## config.mk

```make
export PLATFORM = sky130hd
export DESIGN_NAME = output_spike_buffer
export DESIGN_NICKNAME = d
export VERILOG_FILES = /design/src/rtl/output_spike_buffer_pkg.sv /design/src/rtl/output_spike_buffer_fifo.sv /design/src/rtl/output_spike_buffer.sv
export SDC_FILE = /design/constraint.sdc
export NUM_CORES = 1
export LEC_CHECK = 0
export CELL_PAD_IN_SITES_DETAIL_PLACEMENT = 1
export CELL_PAD_IN_SITES_GLOBAL_PLACEMENT = 1
export CORE_MARGIN = 2
export CORE_UTILIZATION = 45
export DETAILED_ROUTE_END_ITERATION = 8
export PLACE_DENSITY_LB_ADDON = 0.1
export SLEW_MARGIN = 30
export SYNTH_ARGS = -nofsm -noshare
export SYNTH_HDL_FRONTEND = slang
export SYNTH_HIERARCHICAL = 1
export SYNTH_SLANG_ARGS = --single-unit
```

## constraint.sdc

```tcl
create_clock -name clk -period 5.5 [get_ports clk]
set_clock_uncertainty 0.1 [all_clocks]
set_input_delay 0.825 -clock clk [delete_from_list [all_inputs] [get_ports clk]]
set_output_delay 0.825 -clock clk [all_outputs]
set_load 0.1 [all_outputs]
```

## src/rtl/output_spike_buffer_pkg.sv

```systemverilog
// rtl/output_spike_buffer_pkg.sv - shared widths, entry layout and level-width helper
package output_spike_buffer_pkg;

  localparam int NUM_OUTPUTS = 256;
  localparam int NUM_TICKS   = 16;
  localparam int OUT_W       = $clog2(NUM_OUTPUTS);
  localparam int TICK_W      = $clog2(NUM_TICKS);

  typedef struct packed {
    logic [TICK_W-1:0] tick_tag;
    logic [OUT_W-1:0]  index;
  } osb_entry_t;

  function automatic int osb_level_w(input int depth);
    return $clog2(depth) + 1;
  endfunction

endpackage

```

## src/rtl/output_spike_buffer_fifo.sv

```systemverilog
// rtl/output_spike_buffer_fifo.sv - osb_sync_fifo: first-word fall-through FIFO with exact level
module osb_sync_fifo
  import output_spike_buffer_pkg::*;
#(
  parameter int WIDTH = 12,
  parameter int DEPTH = 16
) (
  input  logic                          clk,
  input  logic                          rst,
  input  logic                          wr_en,
  input  logic [WIDTH-1:0]              wr_data,
  input  logic                          rd_en,
  output logic [WIDTH-1:0]              rd_data,
  output logic                          rd_valid,
  output logic                          full,
  output logic [osb_level_w(DEPTH)-1:0] level
);

  localparam int AW = $clog2(DEPTH);
  localparam int LW = osb_level_w(DEPTH);

  logic [WIDTH-1:0] mem [DEPTH];
  logic [AW:0]      wr_ptr;
  logic [AW:0]      rd_ptr;
  logic             empty;
  logic             do_wr;
  logic             do_rd;

  // Extra MSB on each pointer distinguishes full from empty when the indices match.
  assign empty = (wr_ptr == rd_ptr);
  assign full  = (wr_ptr[AW] != rd_ptr[AW]) && (wr_ptr[AW-1:0] == rd_ptr[AW-1:0]);
  assign do_rd = rd_en && !empty;
  assign do_wr = wr_en && (!full || do_rd);

  assign rd_valid = !empty;
  assign rd_data  = empty ? '0 : mem[rd_ptr[AW-1:0]];

  always_ff @(posedge clk) begin
    if (rst) begin
      wr_ptr <= '0;
      rd_ptr <= '0;
      level  <= '0;
    end else begin
      if (do_wr) wr_ptr <= wr_ptr + 1'b1;
      if (do_rd) rd_ptr <= rd_ptr + 1'b1;
      case ({do_wr, do_rd})
        2'b10:   level <= level + LW'(1);
        2'b01:   level <= level - LW'(1);
        default: level <= level;
      endcase
    end
  end

  always_ff @(posedge clk) begin
    if (do_wr) mem[wr_ptr[AW-1:0]] <= wr_data;
  end

endmodule

```

## src/rtl/output_spike_buffer.sv

```systemverilog
// rtl/output_spike_buffer.sv - tick-tagged spike FIFO with drop reporting; OSB_DROP_COUNT_EN adds drop_count
module output_spike_buffer
  import output_spike_buffer_pkg::*;
#(
  parameter int FIFO_DEPTH = 16,
  parameter int DROP_CNT_W = 16
) (
  input  logic                                clk,
  input  logic                                rst,
  input  logic                                tick,
  input  logic [OUT_W-1:0]                    packet_in,
  input  logic                                packet_in_valid,
  output logic [TICK_W+OUT_W-1:0]             m_data,
  output logic                                m_valid,
  input  logic                                m_ready,
  output logic [osb_level_w(FIFO_DEPTH)-1:0]  fill_level,
  input  logic                                overflow_clr,
`ifdef OSB_DROP_COUNT_EN
  output logic [DROP_CNT_W-1:0]               drop_count,
`endif
  output logic                                overflow
);

  logic [TICK_W-1:0] tick_tag;
  logic              full;
  logic              pop;
  logic              push;
  logic              drop;
  osb_entry_t        entry;

  assign entry.tick_tag = tick_tag;
  assign entry.index    = packet_in;

  // A full FIFO still accepts a write when the head leaves in the same cycle.
  assign pop  = m_valid && m_ready;
  assign push = packet_in_valid && (!full || pop);
  assign drop = packet_in_valid && full && !pop;

  osb_sync_fifo #(
    .WIDTH ($bits(osb_entry_t)),
    .DEPTH (FIFO_DEPTH)
  ) u_fifo (
    .clk      (clk),
    .rst      (rst),
    .wr_en    (push),
    .wr_data  (entry),
    .rd_en    (m_ready),
    .rd_data  (m_data),
    .rd_valid (m_valid),
    .full     (full),
    .level    (fill_level)
  );

  always_ff @(posedge clk) begin
    if (rst) begin
      tick_tag <= '0;
    end else if (tick) begin
      tick_tag <= (tick_tag == TICK_W'(NUM_TICKS - 1)) ? '0 : tick_tag + 1'b1;
    end
  end

  always_ff @(posedge clk) begin
    if (rst)               overflow <= 1'b0;
    else if (drop)         overflow <= 1'b1;
    else if (overflow_clr) overflow <= 1'b0;
  end

`ifdef OSB_DROP_COUNT_EN
  always_ff @(posedge clk) begin
    if (rst) begin
      drop_count <= '0;
    end else if (overflow_clr) begin
      drop_count <= drop ? DROP_CNT_W'(1) : '0;
    end else if (drop && (drop_count != {DROP_CNT_W{1'b1}})) begin
      drop_count <= drop_count + 1'b1;
    end
  end
`endif

endmodule
```

# After elaboration in Yosys (flattened, before gate mapping)
# Memory sizes are Yosys's and may differ from the RTL's. A register that Yosys moved wholly into a read port is not among the register bits.
# Index checks and enable logic that the tools add are counted.
dict set report classes {
  n_mux 9
  n_reduce_logical 12
  n_eq_ne 6
  n_addsub 5
}
# operator count
set op_table {}
lappend op_table {{adder 5 x 1 -> 5 bit (second input constant)} 3}
lappend op_table {{2-to-1 mux 12 bit} 1}
lappend op_table {{2-to-1 mux 4 bit} 3}
lappend op_table {{case mux 5 bit (2 select lines)} 1}
lappend op_table {{logical AND 1 bit} 6}
lappend op_table {{== test 5 bit} 1}
lappend op_table {{subtractor 5 x 1 -> 5 bit (second input constant)} 1}
lappend op_table {{adder 4 x 1 -> 4 bit (second input constant)} 1}
lappend op_table {{== test 4 bit} 1}
lappend op_table {{== test 4 bit (second input constant)} 1}
lappend op_table {{2-to-1 mux 1 bit} 4}
lappend op_table {{nonzero test 2 bit} 2}
lappend op_table {{logical NOT 1 bit} 3}
lappend op_table {{== test 2 x 1 -> 1 bit (second input constant)} 1}
lappend op_table {{== test 2 bit (second input constant)} 1}
lappend op_table {{logical OR 1 bit} 1}
lappend op_table {{!= test 1 bit} 1}
dict set report totals {
  n_memories 1
  regBits 20
  elab_cells 38
  ramBits 192
  output_inout_bits 19
}
# name depth word_bits rd rd_clocked_by_memory_dff wr line_no
set memory_table {}
lappend memory_table {u_fifo.mem 16 12 1 1 1 output_spike_buffer_fifo.sv:22} ;# logic [WIDTH-1:0] mem [DEPTH];

# Depth between registers and ports, before layout
# Gate-level depths: netlist of run 1.
dict set report depth {
  depth_word 8
  ltp_mapped 16
  ltp_nobuf 13
}

# Modules after synthesis
# Netlist of run 1, hierarchy kept.
# module instances area_per_inst_um2 cells_per_inst
set modules_own_cells {}
lappend modules_own_cells {osb_sync_fifo 1 8448.1 434}
lappend modules_own_cells {output_spike_buffer 1 222.7 25}

# Worst setup path after synthesis of run 1
# OpenSTA, ideal clock, no wires.
dict set report synth_path {
  path_type {flip-flop to output port}
  from {register u_fifo.wr_ptr[0]}
  to {output m_data[10]}
  arrival_time_ps 3524
  t_required_ps 4575
  slack_ps 1051
  path_stages_with_launch 7
  cell_sequence {dfxtp_1 -> xor2_1 -> nor4_4 -> buf_4 -> and2_2 -> buf_2 -> a211oi_1}
}
dict set report synth_between {
  elab_chain_len 2
}
# item line_no
set synth_lines {}
lappend synth_lines {{from (decl)} output_spike_buffer_fifo.sv:23} ;# logic [AW:0] wr_ptr;
lappend synth_lines {{from (signal assigned)} output_spike_buffer_fifo.sv:44} ;# if (do_wr) wr_ptr <= wr_ptr + 1'b1;
lappend synth_lines {{== test 5 bit} output_spike_buffer_fifo.sv:30} ;# assign empty = (wr_ptr == rd_ptr);
lappend synth_lines {{2-to-1 mux 12 bit} output_spike_buffer_fifo.sv:36} ;# assign rd_data = empty ? '0 : mem[rd_ptr[AW-1:0]];
lappend synth_lines {{to (decl)} output_spike_buffer.sv:13} ;# output logic [TICK_W+OUT_W-1:0] m_data,
# No other way between the ends.

# Worst setup path in the final report of run 1
dict set report layout_path {
  from {register u_fifo.wr_ptr[2]}
  to {output m_data[10]}
}
# The elaborated chain is that of the path after synthesis.

==> flow_summary.ini, run 1 <==
[worst_setup_path]
crit_fanout = 14
reg2reg_to = u_fifo/level[4]
rr_startpoint = u_fifo/wr_ptr[2]
r2r_slack_ns = 1.13
rr_worst_depth = 12
slowest_delay_ns = 1.00
critPathSlowestCell = clkdlybuf4s50_1
worstSetupEndpointType = output pin
required_ns = 4.58
arrival_ns = 3.57
path_cells = xor2_1 -> nor4_4 -> and2_2 -> a211oi_1 -> clkdlybuf4s50_1
start_kind = flip-flop
critPathKind = flip-flop to output pin

[sta]
setup_tns_ns = 0
slew_violations = 0
worst_slew_pin_slew_ns = 0.985
setup_viol = 0
setup_slack_ns = 1.01
rsz0062_at_grt = no
period_minus_slack_ns = 4.49
max_slew_margin_pct = 34.2
finalHoldViolations = 0
fin_crit_sh_pct = 81.7
timing.fmax_ghz = 0.223

[place]
io_buffers = 32
dp_slack_ns = 1.13
dp_hpwl_mm = 11.2
place.gp.congestion = 0.725

[hold_path]
hold_depth = 2
min_to = u_fifo/level[1]
hold_path.startpoint = u_fifo/level[1]
hp-class = flip-flop to flip-flop

[final_layout]
multi_input_comb_area_mm2 = 0.00233
n_fill_cell = 1683
area_growth_pct = 16.6
register_area_mm2 = 0.00625
final_layout_size_suffix_gt1_share_pct = 23.5
diodes = 0
fin_nets = 535

[synthesis]
syn-instance-count = 459
synth_area_leaders = edfxtp_1 66%, mux4_2 12%, dfxtp_1 5.5%
synth_compound_area_share_pct = 3.90
synth_xor_area_share_pct = 1.70
yosysTopAreaCell = edfxtp_1
yosys-mux-area-fraction_pct = 14.8
synthTopCellsByCount = 192 x edfxtp_1, 48 x mux4_2, 28 x nor2_1
synth-seq-cells = 216
synth_adder_area_share_pct = 1.53
synth_warnings = 6
synthSimpleGateAreaFrac_pct = 4.44
synth_edf_count = 192
synth_top_area_share_pct = 66.5
syn_avg_cell_area_um2 = 18.9
async_flop_share_pct = 0
ys_seq_area_share_pct = 72.0
syn-num-nets = 483
syn_area_mm2 = 0.00867
ys_types = 38
synth_ff_type = edfxtp_1
synth.most_common_cell = edfxtp_1
synth_top_family_by_area = multiplexers

[power_and_ir_drop]
leakagePower_nw = 3.21
vdd_ir_drop_max_uv = 218
power_density_mw_per_mm2 = 423

[clocking]
path_clk_slew_ns = 0.06
cts_setup_buffers = 0
clkSinkCount = 216
htreeDepth = 1
clockBufferDepth = 3
cts_tree = done
clk_latency_ns = 0.50
numCtsBuffers = 24
cts_resized = 0
ctsHoldBuffers = 0
root_buffer = clkbuf_16

[grt]
antenna_found_initial = 0
grt_pass1_wl_mm = 28.4
grt_overflow = 0
grt_max_degree = 34
grt_pass1_vias = 4719
grtUsageTotal_pct = 19.2

[floorplanning]
dieHeight_um = 143
die_w_um = 143
die_area_mm2 = 0.0204
core_mm2 = 0.0188
rows = 50
start_util_pct = 46.0
ios = 33

[drt]
drt_iter0_drc = 228
routed_wl_mm = 18.8
dr_total_vias = 4334
drc = 0
vias_per_cell = 5.50
ant_nets = 0
firstDrtPassIters = 4
wl_per_cell_um = 23.9

[flow_run]
maxCapViolations = 0

[status]
run_status = finished clean
==> cell usage in the layout (no fill, tap or decap), drive strengths merged, types with 17 or more instances in the layout <==
cell type      Yosys  layout
mux2i             18      18
a211oi            27      27
nor2b             17      17
mux4              48      48
edfxtp           192     192
clkbuf             7      28
buf               15      21
clkdlybuf4s50      0      27
nor2              29      29
dfxtp             24      24
==> stage by stage <==
| step | util [%] | power [mW] | instances | area, um2 | hold WS [ns] |
|---|---|---|---|---|---|
| floorplan | - | 2.58 | 459 | 8670 | 0.409 |
| global placement | 49.6 | 2.77 | 745 | 9340 | 0.435 |
| detailed placement | 49.6 | 2.78 | 745 | 9340 | 0.442 |
| CTS | 53.6 | 4.32 | 788 | 10100 | 0.449 |
| global route | 53.7 | 4.43 | 788 | 10100 | 0.483 |
| finish | 53.7 | 4.27 | 788 | 10100 | 0.449 |
==> logic make-up after synthesis <==
kind of cell | Yosys count
multiplexers | 68
XOR/XNOR | 16
flip-flops | 216
buffers and inverters | 27
adder cells (fa/ha/maj) | 10
AND/OR/NAND/NOR | 75
AO/OA/AOI/OAI | 47
==> power by group <==
group          switching, mW  total, mW  leakage [nW]  internal [mW]
logic                  0.548      0.835         0.917          0.287
registers             0.0806       1.90          1.92           1.82
clock network          0.617       1.53         0.377          0.917
total                   1.25       4.27          3.21           3.03
==> worst max-delay path by stage <==
stage | from | endpoint | slack, ns | cells past startpoint
floorplan | u_fifo/wr_ptr[0] | m_data[10] | 1.05 | 6
global placement | u_fifo/wr_ptr[2] | u_fifo/level[4] | 1.27 | 12
detailed placement | u_fifo/wr_ptr[2] | u_fifo/level[4] | 1.13 | 12
CTS | flip-flop | m_data[6] | 0.97 | 5
global route | u_fifo/wr_ptr[2] | u_fifo/level[4] | 0.77 | 12
finish | u_fifo/wr_ptr[2] | m_data[10] | 1.01 | 5
==> routing by layer <==
layer	routed length [um]	vias to the layer above	share of wire, %	GRT usage (%)
met5	0	-	0	0
met4	355	0	1.9	4.69
met3	665	31	3.5	3.22
met2	9340	81	50	33.0
met1	8480	2276	45	25.8
li1	-	1946	-	-
==> sequential cells by signal, indices dropped and copies added, names as in the netlist, named ones only <==
signal and flops:
overflow 1, tick_tag 4, u_fifo/level 5, u_fifo/mem 192, u_fifo/rd_ptr 5, u_fifo/wr_ptr 5
==> worst max-delay path: cells and delay by family (launching register included) <==
kind / cells / cell delay (ns)
flip-flops: 1 / 0.57
XOR/XNOR: 1 / 0.17
buffers and inverters: 1 / 1.00
AO/OA/AOI/OAI: 1 / 0.14
AND/OR/NAND/NOR: 2 / 1.18
==> final cells by class <==
cell class	instances	area share [%]
clock buffers	28	6.30
clock inverters	15	1.20
inverters	5	0.186
multi-input cells	216	23.0
flip-flops and latches	216	61.8
well taps	260	3.22
repair buffers	48	4.23
(Power assumes the default switching activity.)
==> run 2: changes to the inputs <==
==> constraint.sdc (replaced) <==
create_clock -name clk -period 4.5 [get_ports clk]
set_clock_uncertainty 0.1 [all_clocks]
set_input_delay 0.675 -clock clk [delete_from_list [all_inputs] [get_ports clk]]
set_output_delay 0.675 -clock clk [all_outputs]
set_load 0.1 [all_outputs]
==> flow_summary.ini, run 2 (synthesis results as in run 1) <==
[sta]
rsz0062_at_grt = no
setup_tns_ns = 0
setup_viol = 0
max_slew_margin_pct = 34.1
fin_crit_sh_pct = 87.9
timing.fmax_ghz = 0.253
period_minus_slack_ns = 3.95
setup_slack_ns = 0.546
worst_slew_pin_slew_ns = 0.986
finalHoldViolations = 0
slew_violations = 0

[final_layout]
largest_register_ffs = 192
final_util_pct = 54.1
final_cell_mix = 192 x edfxtp_1, 48 x mux4_2, 47 x buf_4
area_growth_pct = 17.5
final_layout_size_suffix_gt1_share_pct = 26.4
fin_nets = 552
postLayoutCellArea_mm2 = 0.0102
n_fill_cell = 1693
layout_commonest_cell = edfxtp_1
diodes = 0

[worst_setup_path]
slowest_delay_ns = 0.58
start_kind = flip-flop
crit_fanout = 10
crit_top_cell = nor2b_1
worstSetupEndpointType = flip-flop
path_cells = xor2_1 -> nor4_4 -> buf_4 -> nor2b_1 -> a21boi_0 -> nor2b_1 -> a211oi_4 -> ha_1 -> a21o_1 -> a21oi_1 -> mux2i_1 -> mux2_1
path_delay_family = compound AO/OA/AOI/OAI gates
arrival_ns = 4.25
critPathSlowestCell = dfxtp_1
required_ns = 4.79
cp_num_buf_inv = 1
critPathKind = flip-flop to flip-flop

[clocking]
clockBufferDepth = 3
clkSinkCount = 216
ctsHoldBuffers = 0
clk_latency_ns = 0.50
root_buffer = clkbuf_16
cts_resized = 0
htreeDepth = 1
numCtsBuffers = 23
cts_tree = done
path_clk_slew_ns = 0.06
cts_setup_buffers = 0

[drt]
drc = 0
drt_iter0_drc = 301
firstDrtPassIters = 4
routed_wl_mm = 19.1
dr_total_vias = 4410
vias_per_cell = 5.48
ant_nets = 0
wl_per_cell_um = 23.7

[floorplanning]
die_area_mm2 = 0.0204
dieHeight_um = 143
core_mm2 = 0.0188
start_util_pct = 46.0
rows = 50
die_w_um = 143
ios = 33

[grt]
grt_pass1_wl_mm = 29.5
grt_max_degree = 35
grtUsageTotal_pct = 19.7
grt_pass1_vias = 4919
antenna_found_initial = 0
grt_overflow = 0

[status]
run_status = finished clean

[place]
dp_slack_ns = 0.577
place.gp.congestion = 0.813
io_buffers = 32
dp_hpwl_mm = 12.2
detailed_place.area_mm2 = 0.00945

[power_and_ir_drop]
leakagePower_nw = 3.31
vdd_ir_drop_max_uv = 455
power_density_mw_per_mm2 = 511
finalPower_mw = 5.20

[hold_path]
hp-class = flip-flop to flip-flop

[flow_run]
maxCapViolations = 0
-- run 2: path summary, 6_finish.rpt --
check | from | to | slack [ns] | cells after the start
worst max-delay path | u_fifo/wr_ptr[2] | u_fifo/level[4] | 0.55 | 12
worst min-delay path | u_fifo/level[4] | u_fifo/level[4] | 0.45 | 2
worst max register to register | u_fifo/wr_ptr[2] | u_fifo/level[4] | 0.55 | 12
worst min register to register | u_fifo/level[4] | u_fifo/level[4] | 0.45 | 2
-- run 2: through the flow --
| step | cells | hold slack (ns) |
|---|---|---|
| 2_1_floorplan | 459 | 0.409 |
| 3_3_place_gp | 763 | 0.434 |
| 3_5_place_dp | 763 | 0.439 |
| 4_1_cts | 805 | 0.454 |
| 5_1_grt | 805 | 0.498 |
| 6_report | 805 | 0.447 |
-- run 2: power breakdown --
| part | internal, mW | leakage, nW | switching [mW] |
|---|---|---|---|
| combinational | 0.358 | 1.03 | 0.691 |
| sequential | 2.23 | 1.92 | 0.0902 |
| clock | 1.10 | 0.362 | 0.733 |
| total | 3.69 | 3.31 | 1.51 |
-- run 2: worst register-to-register path, delay by kind of cell, from the launching register on --
family          cells  cell delay [ns]
mux                 2             0.55
simple gates        3             0.78
xor+xnor            1             0.17
buf+inv             1             0.25
flops               1             0.58
fa+ha+maj           1             0.37
compound gates      4             1.06
-- run 2: metal layers --
layer,wire length [um],part of all wire (%),global-route usage [%],vias to the layer above
li1,-,-,-,1982
met1,8210,43,27.6,2300
met2,9510,50,32.8,103
met3,993,5.2,2.68,25
met4,350,1.8,5.47,0
met5,0,0,0,-
-- run 2: final cells by class --
| class | instances | area, um2 | area share [%] |
|---|---|---|---|
| inverters | 5 | 18.8 | 0.184 |
| multi-input cells | 216 | 2310 | 22.6 |
| clock inverters | 12 | 114 | 1.12 |
| flip-flops and latches | 216 | 6250 | 61.3 |
| repair buffers | 66 | 543 | 5.33 |
| well taps | 260 | 325 | 3.19 |
| clock buffers | 30 | 632 | 6.20 |
==> run 3: changes to the inputs <==
--- a/config.mk
+++ b/config.mk
@@ -7,7 +7,7 @@
 export LEC_CHECK = 0
 export CELL_PAD_IN_SITES_DETAIL_PLACEMENT = 1
 export CELL_PAD_IN_SITES_GLOBAL_PLACEMENT = 1
-export CORE_MARGIN = 2
+export CORE_MARGIN = 1
 export CORE_UTILIZATION = 45
 export DETAILED_ROUTE_END_ITERATION = 8
 export PLACE_DENSITY_LB_ADDON = 0.1
==> constraint.sdc (replaced) <==
create_clock -name clk -period 4.8 [get_ports clk]
set_clock_uncertainty 0.1 [all_clocks]
set_input_delay 0.72 -clock clk [delete_from_list [all_inputs] [get_ports clk]]
set_output_delay 0.72 -clock clk [all_outputs]
set_load 0.1 [all_outputs]
==> flow_summary.ini, run 3 (synthesis results as in run 1) <==
[status]
run_status = finished clean

[clocking]
cts_resized = 0
clk_latency_ns = 0.49
clkSinkCount = 216
cts_tree = done
htreeDepth = 1
cts_setup_buffers = 0
clockBufferDepth = 3
numCtsBuffers = 23
root_buffer = clkbuf_16
ctsHoldBuffers = 0
path_clk_slew_ns = 0.06

[worst_setup_path]
reg2reg_to = u_fifo/level[4]
critPathKind = flip-flop to flip-flop
arrival_ns = 4.32
rr_startpoint = u_fifo/wr_ptr[2]
rr_worst_depth = 12
crit_fanout = 12
worstSetupEndpointType = flip-flop
start_kind = flip-flop
r2r_slack_ns = 0.76
required_ns = 5.08

[final_layout]
multi_input_comb_area_mm2 = 0.00231
diodes = 0
final_cell_mix = 192 x edfxtp_1, 48 x mux4_2, 36 x buf_4
largest_register_ffs = 192
register_area_mm2 = 0.00625
fin_nets = 543
final_layout_size_suffix_gt1_share_pct = 24.0
n_fill_cell = 1721
layout_commonest_cell = edfxtp_1
area_growth_pct = 15.6

[grt]
antenna_found_initial = 0
grt_overflow = 0
grtUsageTotal_pct = 19.8
grt_max_degree = 42
grt_pass1_wl_mm = 28.7
grt_pass1_vias = 4763

[drt]
vias_per_cell = 5.76
dr_total_vias = 4422
drc = 0
ant_nets = 0
drt_iter0_drc = 286
routed_wl_mm = 18.7
wl_per_cell_um = 24.3
firstDrtPassIters = 4

[sta]
fin_crit_sh_pct = 84.3
timing.fmax_ghz = 0.247
max_slew_margin_pct = 34.7
worst_slew_pin_slew_ns = 0.976
setup_slack_ns = 0.756
setup_viol = 0
finalHoldViolations = 0
rsz0062_at_grt = no
period_minus_slack_ns = 4.04
slew_violations = 0
setup_tns_ns = 0

[floorplanning]
ios = 33
rows = 50
core_mm2 = 0.0188
start_util_pct = 46.2
die_w_um = 141
die_area_mm2 = 0.0198
dieHeight_um = 141

[hold_path]
hold_path.startpoint = u_fifo/level[1]
hp-class = flip-flop to flip-flop
min_to = u_fifo/level[1]
hold_depth = 2

[power_and_ir_drop]
power_density_mw_per_mm2 = 472
leakagePower_nw = 3.22
vdd_ir_drop_max_uv = 206
finalPower_mw = 4.73

[place]
dp_slack_ns = 0.732
dp_hpwl_mm = 11.3
io_buffers = 32
place.gp.congestion = 0.784

[flow_run]
maxCapViolations = 0
==> run 3: metal layers <==
layer | part of all wire, % | track usage [%] | vias up
li1 | - | - | 1954
met1 | 44 | 27.2 | 2335
met5 | 0 | 0 | -
met4 | 2.0 | 5.66 | 0
met3 | 4.9 | 3.09 | 30
met2 | 49 | 33.0 | 103
==> run 3: worst max-delay path by stage <==
stage                          start          endpoint  cells after the start
floorplan           u_fifo/wr_ptr[0]  u_fifo/mem[0][0]                     11
global placement    u_fifo/wr_ptr[2]   u_fifo/level[4]                     12
detailed placement  u_fifo/wr_ptr[2]   u_fifo/level[4]                     12
CTS                 u_fifo/wr_ptr[2]   u_fifo/level[4]                     12
global route        u_fifo/wr_ptr[2]   u_fifo/level[4]                     12
finish              u_fifo/wr_ptr[2]   u_fifo/level[4]                     12
==> run 3: stage by stage <==
step	hold WS, ns	area, um2	util (%)	instances
floorplan	0.409	8670	-	459
global placement	0.436	9360	49.9	728
detailed placement	0.445	9360	49.9	728
CTS	0.469	10000	53.4	768
global route	0.506	10000	53.4	768
finish	0.462	10000	53.4	768
==> run 3: worst max-delay path, stage by stage, from the launching register on <==
cell and delay [ns]:
dfxtp_1 0.57, xor2_1 0.17, nor4_4 0.66, and2_2 0.29
inv_1 0.06, a21boi_0 0.23, nor2b_1 0.17, a211oi_4 0.41
ha_1 0.36, a21o_1 0.19, a21oi_1 0.17, mux2i_1 0.21
mux2_1 0.34
==> run 3: area by class of cell <==
cell class                      instances  area share [%]
Sequential cell                       216            62.4
Multi-Input combinational cell        216            23.0
Clock buffer                           34            6.35
Timing Repair Buffer                   57            4.89
Tap cell                              234            2.92
Clock inverter                          6           0.250
Inverter                                5           0.187
==> run 3: where the power goes <==
part	internal [mW]	total, mW	leakage, nW	switching, mW
Sequential	2.09	2.19	1.92	0.104
Combinational	0.332	0.957	0.979	0.626
Clock	0.910	1.58	0.323	0.665
Total	3.33	4.73	3.22	1.40
